**src/rtl/exc_dispatch.sv**
```systemverilog
// exc_dispatch: pipeline-side exception and interrupt dispatcher.
// Takes exception flags from the commit stage, interrupt lines and eret.
// Presents one event to CP0 for a single cycle, flushes the pipeline,
// then holds a redirect to the exception vector or EPC until fetch accepts it.
// Optional build macro EXC_DISPATCH_IRQ_SYNC_EN adds a 2-flop synchroniser
// on i_irq. Without it, i_irq is assumed to be synchronous already.
module exc_dispatch #(
    parameter logic [31:0] EXC_VECTOR = 32'h0040_0004
) (
    input  logic        clk,
    input  logic        resetn,
    input  logic        i_commit_valid,
    input  logic [31:0] i_commit_pc,
    input  logic        i_commit_in_delay_slot,
    input  logic        i_adel_if,
    input  logic        i_ri,
    input  logic        i_syscall,
    input  logic        i_break,
    input  logic        i_ov,
    input  logic        i_adel_mem,
    input  logic        i_ades_mem,
    input  logic        i_eret,
    input  logic [4:0]  i_irq,
    input  logic        i_timer_int,
    input  logic        i_exl,
    input  logic [31:0] i_epc,
    input  logic        i_redirect_ready,
    output logic [4:0]  o_except_cause,
    output logic [5:0]  o_int,
    output logic [31:0] o_current_pc,
    output logic        o_is_in_delay_slot,
    output logic        o_is_eret,
    output logic        o_stall,
    output logic        o_flush,
    output logic        o_redirect_valid,
    output logic [31:0] o_redirect_pc
);

    localparam logic [1:0] S_IDLE     = 2'd0;
    localparam logic [1:0] S_COMMIT   = 2'd1;
    localparam logic [1:0] S_FLUSH    = 2'd2;
    localparam logic [1:0] S_REDIRECT = 2'd3;

    // Cause codes presented to CP0. NOP means that no synchronous cause is present.
    localparam logic [4:0] EXC_CAUSE_NOP  = 5'h1f;
    localparam logic [4:0] EXC_CAUSE_ADEL = 5'd4;
    localparam logic [4:0] EXC_CAUSE_ADES = 5'd5;
    localparam logic [4:0] EXC_CAUSE_SYS  = 5'd8;
    localparam logic [4:0] EXC_CAUSE_BP   = 5'd9;
    localparam logic [4:0] EXC_CAUSE_RI   = 5'd10;
    localparam logic [4:0] EXC_CAUSE_OV   = 5'd12;

    logic [1:0]  r_state;
    logic [4:0]  r_cause;
    logic [5:0]  r_int;
    logic [31:0] r_pc;
    logic        r_ds;
    logic        r_eret;
    logic [31:0] r_target;

    logic [4:0]  w_irq;
    logic [5:0]  w_int_vec;
    logic        w_int_pend;
    logic [4:0]  w_sel_cause;
    logic        w_sel_eret;
    logic        w_sel_any;
    logic        w_trigger;

`ifdef EXC_DISPATCH_IRQ_SYNC_EN
    logic [4:0] r_irq_meta;
    logic [4:0] r_irq_sync;

    // Two-flop synchroniser for the asynchronous interrupt lines.
    always_ff @(posedge clk or negedge resetn) begin
        if (!resetn) begin
            r_irq_meta <= '0;
            r_irq_sync <= '0;
        end else begin
            // NOTE: the non-blocking assignments below make both flops sample
            // on the same edge. With blocking assignments, the two stages
            // would collapse into one.
            r_irq_meta <= i_irq;
            r_irq_sync <= r_irq_meta;
        end
    end

    assign w_irq = r_irq_sync;
`else
    assign w_irq = i_irq;
`endif

    assign w_int_vec  = {i_timer_int, w_irq};
    assign w_int_pend = !i_exl && (w_int_vec != 6'd0);

    // Priority select of the commit-stage event: interrupt, exceptions, then eret.
    always_comb begin
        // NOTE: default every output first. Otherwise a path that leaves one
        // unassigned infers a latch.
        w_sel_cause = EXC_CAUSE_NOP;
        w_sel_eret  = 1'b0;
        w_sel_any   = 1'b1;
        if (w_int_pend)        w_sel_cause = EXC_CAUSE_NOP;
        else if (i_adel_if)    w_sel_cause = EXC_CAUSE_ADEL;
        else if (i_ri)         w_sel_cause = EXC_CAUSE_RI;
        else if (i_syscall)    w_sel_cause = EXC_CAUSE_SYS;
        else if (i_break)      w_sel_cause = EXC_CAUSE_BP;
        else if (i_ov)         w_sel_cause = EXC_CAUSE_OV;
        else if (i_adel_mem)   w_sel_cause = EXC_CAUSE_ADEL;
        else if (i_ades_mem)   w_sel_cause = EXC_CAUSE_ADES;
        else if (i_eret)       w_sel_eret  = 1'b1;
        else                   w_sel_any   = 1'b0;
    end

    assign w_trigger = (r_state == S_IDLE) && i_commit_valid && w_sel_any;

    // Sequencer: IDLE -> COMMIT -> FLUSH -> REDIRECT (held until accepted).
    always_ff @(posedge clk or negedge resetn) begin
        if (!resetn) begin
            r_state <= S_IDLE;
        end else begin
            case (r_state)
                S_IDLE:     if (w_trigger) r_state <= S_COMMIT;
                S_COMMIT:   r_state <= S_FLUSH;
                S_FLUSH:    r_state <= S_REDIRECT;
                S_REDIRECT: if (i_redirect_ready) r_state <= S_IDLE;
                default:    r_state <= S_IDLE;
            endcase
        end
    end

    // Capture the event on trigger. Resolve the redirect target while in FLUSH.
    always_ff @(posedge clk or negedge resetn) begin
        if (!resetn) begin
            r_cause  <= EXC_CAUSE_NOP;
            r_int    <= '0;
            r_pc     <= '0;
            r_ds     <= 1'b0;
            r_eret   <= 1'b0;
            r_target <= '0;
        end else begin
            if (w_trigger) begin
                r_cause <= w_sel_cause;
                r_int   <= w_int_pend ? w_int_vec : 6'd0;
                r_pc    <= i_commit_pc;
                r_ds    <= i_commit_in_delay_slot;
                r_eret  <= w_sel_eret;
            end
            if (r_state == S_FLUSH) begin
                r_target <= r_eret ? i_epc : EXC_VECTOR;
            end
        end
    end

    // Outputs are decoded from the state, so an asynchronous reset clears them at once.
    assign o_except_cause     = (r_state == S_COMMIT) ? r_cause : EXC_CAUSE_NOP;
    assign o_int              = (r_state == S_COMMIT) ? r_int   : 6'd0;
    assign o_current_pc       = (r_state == S_COMMIT) ? r_pc    : 32'd0;
    assign o_is_in_delay_slot = (r_state == S_COMMIT) && r_ds;
    assign o_is_eret          = (r_state == S_COMMIT) && r_eret;
    assign o_stall            = (r_state != S_IDLE);
    assign o_flush            = (r_state == S_FLUSH);
    assign o_redirect_valid   = (r_state == S_REDIRECT);
    assign o_redirect_pc      = (r_state == S_REDIRECT) ? r_target : 32'd0;

endmodule

```
**config.mk**
```make
export PLATFORM = sky130hd
export DESIGN_NAME = exc_dispatch
export DESIGN_NICKNAME = d
export VERILOG_FILES = /design/src/rtl/exc_dispatch.sv
export SDC_FILE = /design/constraint.sdc
export NUM_CORES = 1
export LEC_CHECK = 0
export ABC_AREA = 1
export CAP_MARGIN = 0
export CORE_MARGIN = 3
export CORE_UTILIZATION = 40
export DETAILED_ROUTE_END_ITERATION = 8
export GPL_TIMING_DRIVEN = 0
export PLACE_DENSITY = 0.86
export REMOVE_ABC_BUFFERS = 1
export SYNTH_ARGS = -nofsm -noshare
export SYNTH_HDL_FRONTEND = slang
export SYNTH_SLANG_ARGS = --single-unit
export TNS_END_PERCENT = 50
```
**constraint.sdc**
```tcl
create_clock -name clk -period 3.8 [get_ports clk]
set_clock_uncertainty 0.15 [all_clocks]
set_input_delay 0.57 -clock clk [delete_from_list [all_inputs] [get_ports clk]]
set_output_delay 0.57 -clock clk [all_outputs]
set_load 0.02 [all_outputs]
```
Yosys cells after proc, flatten, opt, wreduce, memory -nomap -nowiden
Index checks and enable logic that the tools add are counted.
{ "totals": {"ff_bits": 79, "latch_bits": 0, "mem_bits_rw": 0, "romBits": 0, "input_bits": 84, "output_inout_bits": 80, "elab_cells": 56, "mem_count": 0} }
{ "op_classes": {"n_addsub": 0, "n_mul": 0, "div_mod_pow": 0, "n_lt_le_gt_ge": 0, "n_eq_ne": 5, "n_shift": 0, "n_mux": 34, "bitwise_logic": 0, "reduce_logical": 10} }
{ "op_table": {"columns": ["operator", "count"], "rows": [
  ["32-bit 2-to-1 mux", 3],
  ["5-bit 2-to-1 mux", 9],
  ["1-bit 2-to-1 mux", 17],
  ["6-bit 2-to-1 mux", 2],
  ["2-bit one-hot mux with 4 select lines", 1],
  ["6-bit nonzero test", 1],
  ["1-bit logical AND", 5],
  ["2-bit equality test (second input constant)", 2],
  ["2-bit 2-to-1 mux", 2],
  ["2-bit inequality test (second input constant)", 2],
  ["2-bit by 1-bit equality test with 1-bit output (second input constant)", 1],
  ["2-bit logical NOT", 1],
  ["2-bit AND reduction", 1],
  ["2-bit nonzero test", 1],
  ["1-bit logical NOT", 1]
]} }

Logic depth before layout (Yosys ltp)
{ "logic_depth": {"word_depth": 12, "mapped_depth": 9, "ltp_nobuf": 9} }

Worst setup path after synthesis
No wires, ideal clock.
{ "synth_timing": {"path_kind": "register to output", "from": "register r_state[0]", "to": "output port o_redirect_pc[10]", "arrival_ns": 1.356, "t_required_ns": 3.080, "path_slack_ns": 1.724, "path_stages_with_launch": 6, "path_buffers": 2, "path_cell_list": "dfrtp_1 -> ha_1 -> clkbuf_1 -> clkbuf_1 -> nand2_1 -> inv_1"} }
{ "synth_via": {"elab_chain_cells": 2} }
{ "synth_rtl": {"columns": ["item", "line", "rtl"], "rows": [
  ["start, declared", "53", "logic [1:0] r_state;"],
  ["start signal, assigned", "119", "r_state <= S_IDLE;"],
  ["start signal, assigned", "122", "S_IDLE: if (w_trigger) r_state <= S_COMMIT;"],
  ["start signal, assigned", "123", "S_COMMIT: r_state <= S_FLUSH;"],
  ["2-bit equality test", null, null],
  ["net o_redirect_valid", "35", "output logic o_redirect_valid,"],
  ["32-bit 2-to-1 mux", "163", "assign o_redirect_pc = (r_state == S_REDIRECT) ? r_target : 32'd0;"],
  ["end, declared", "36", "output logic [31:0] o_redirect_pc"]
]} }
The timed path passes the listed nets, and every way through them passes these cells.

Worst setup path in the final report
{ "layout_timing": {"from": "register r_state[0]", "to": "output port o_redirect_pc[16]"} }
{ "layout_via": {"elab_chain_cells": 2} }
{ "layout_rtl": {"columns": ["item", "line"], "rows": [
  ["2-bit equality test", "163"],
  ["32-bit 2-to-1 mux", "163"]
]} }
Every way passes these cells.

==> flow_metrics.tcl <==
set metrics [dict create \
    track_usage 0.1763 \
    antenna_cells 0 \
    nets 710 \
    arrival_ns 2.56 \
    die-area_um2 10950 \
    seqPwrFrac 0.351 \
    fin_area_um2 5799 \
    syn_avg_cell_area_um2 8.320 \
    cts_setup_buffers 0 \
    path_clk_slew_ns 0.08 \
    core_area_um2 9371 \
    ir_drop_mv 0.3887 \
    path_class "flop to primary output" \
    die_y_um 104.7 \
    overflow 0 \
    max_slew.worst_pin.slew_ns 1.189 \
    setup_violations 0 \
    area_growth_pct 48.94 \
    start_kind "flop" \
    avgRoutedWirePerCell_um 12.65 \
    h-tree-depth 3 \
    mostFrequentLayoutCells "162 x clkdlybuf4s50_1, 127 x inv_1, 123 x nand2_1, 74 x dfrtp_1, 30 x a22o_1" \
    vias_per_cell 4.527 \
    grt_pass1_wl_um 16170 \
    pin_count 164 \
    crit_start "r_state[0]" \
    dpl_worst_slack_ns 0.8574 \
    status "finished clean" \
    netlist_instances 468 \
    placed_area_um2 5575 \
    hp-class "flop to flop" \
    holdCritStartpoint "r_cause[2]" \
    post-route-period-util 0.8641 \
    synth_area_um2 3894 \
    p_comb_frac 0.476 \
    drt_wl_total_um 9547 \
    maxSlewViolCount 0 \
    cp_top_family "adder cells" \
    critPathMaxStageDelay_ns 0.97 \
    drive_gt1_frac 0.07668 \
    ys_seq_area_frac 0.5093 \
    row_count 35 \
    p_int_mw 2.325 \
    ys_ff_latch 79 \
    io_buffers 163 \
    grt_max_degree 82 \
    synth_cell_types 26 \
    crit_path_end_kind "primary output" \
    holdBufCountCts 1 \
    crit_required_ns 3.08 \
    hold_viol_final 0 \
    maxCapViolCount 0 \
    clock-sinks 79 \
    vias 3418 \
    cts_root_buf "clkbuf_8" \
    rsz0062_at_grt "false" \
    timing.rr.start "r_state[0]" \
    ys_warn_count 0 \
    cts_tree "done" \
    power_leakage_nw 3.103 \
    switching_power_mw 1.502 \
    finalPower_mw 3.827 \
    dp_hpwl_um 7125 \
    cp_slowest_cell "ha_1" \
    numCtsBuffers 9 \
    finalWorstSetupSlack_ns 0.5164 \
    min_period_ns 3.284 \
    die_w_um 104.7 \
    reg2reg_depth 8 \
    r2r-end "r_cause[0]" \
    path_buf_inv 2 \
    ctsLongestPathBuffers 2 \
    cp_max_fo 34 \
    grt_pass1_vias 3473 \
    post-route-drc-count 0 \
    relSlewSlack 0.2076 \
    r2r_slack_ns 1.26 \
    final.hold.worst_slack_ns 0.3446 \
    crit_path_cell_trace "ha_1, nand2_1, inv_1, clkdlybuf4s50_1" \
    final_common_cell "clkdlybuf4s50_1" \
    antenna_found_initial 0 \
    firstDrtPassIters 4 \
    gp_congestion 0.7871 \
    start_util 0.4155 \
    powerDensity_nw_per_um2 660.0 \
    power_frac_clock 0.173 \
    drtAntennaViolNets 0 \
    holdPathStages 2 \
    fmax_mhz 304.5 \
    clock_latency_ns 0.33 \
    drt-initial-drc-count 161 \
    swShare 0.3925 \
    holdPathEnd "r_cause[2]" \
    cts_resized 0 \
]
-- cells in the mapped netlist, drive strengths merged --
library cell  instances  area [um2]
nand4                 2       12.51
dfrtp                74        1852
o21ai                47       306.5
nand3                13       82.58
clkbuf               12       45.04
a22o                 30       262.8
clkinv                2       12.51
a21oi                 2       10.01
ha                    5       62.56
buf                  11       93.83
nor2                  8       32.54
dfstp                 5       131.4
nor4                  1       6.260
or2                   1       6.260
nand2               125       474.2
inv                 127       476.7
o22a                  3       26.28
-- state kept, by name, indices dropped and copies added, names as in the netlist --
| signal | count |
|---|---|
| r_cause | 5 |
| r_ds | 1 |
| r_eret | 1 |
| r_int | 6 |
| r_pc | 32 |
| r_state | 2 |
| r_target | 32 |
-- tightest hold or removal path, stage by stage, from the launching register on --
cell	delay (ns)
dfstp_2	0.36
inv_1	0.07
o21ai_2	0.06
-- power by group through the flow --
stage	clock, mW	sequential (mW)	combinational, mW
after CTS	0.687	1.34	1.86
after floorplan	0	1.31	1.14
after global placement	0	1.34	1.79
after detailed placement	0	1.35	1.85
final	0.662	1.34	1.82
after global routing	0.727	1.38	2.02
-- metal layers --
layer,global-route usage,vias to the layer above,wire length [um]
li1,-,1709,-
met1,0.2151,1573,3978
met2,0.3127,119,4835
met3,0.03768,17,557
met4,0.05248,0,176
met5,0,-,0
-- worst max path at each step --
| stage | to | slack [ns] | cells after the start |
|---|---|---|---|
| after floorplan | o_except_cause[0] | 1.44 | 3 |
| after global placement | r_target[26] | -0.64 | 1 |
| after detailed placement | r_cause[0] | 0.86 | 7 |
| after CTS | o_redirect_pc[4] | 0.52 | 4 |
| after global routing | o_redirect_pc[16] | 0.33 | 4 |
| final | o_redirect_pc[16] | 0.52 | 4 |
-- cell type report --
cell class	instances	area [um2]
clock buffer	11	131.4
clock inverter	5	82.58
fill	821	3572
inverter	129	489.2
multi-input combinational	237	1285
sequential	79	1983
tap	129	161.4
timing repair buffer	165	1667
-- logic make-up (layout without fill, tap and decap cells) --
group	after synthesis	in the layout	synth area share
adders and majority gates	5	5	0.01607
buffers and inverters	152	310	0.1613
and+or+nand+nor	150	150	0.1578
AOI/OAI and AO/OA	82	82	0.1555
DFF	79	79	0.5093
-- metrics by stage --
stage               setup TNS, ns  instances  utilization
floorplan                       0        445            -
global placement           -46.91        737       0.5920
detailed placement              0        738       0.5949
global route                    0        755       0.6188
finish                          0        755       0.6188
CTS                             0        755       0.6188
No activity file was read; power rests on OpenSTA's default activity.
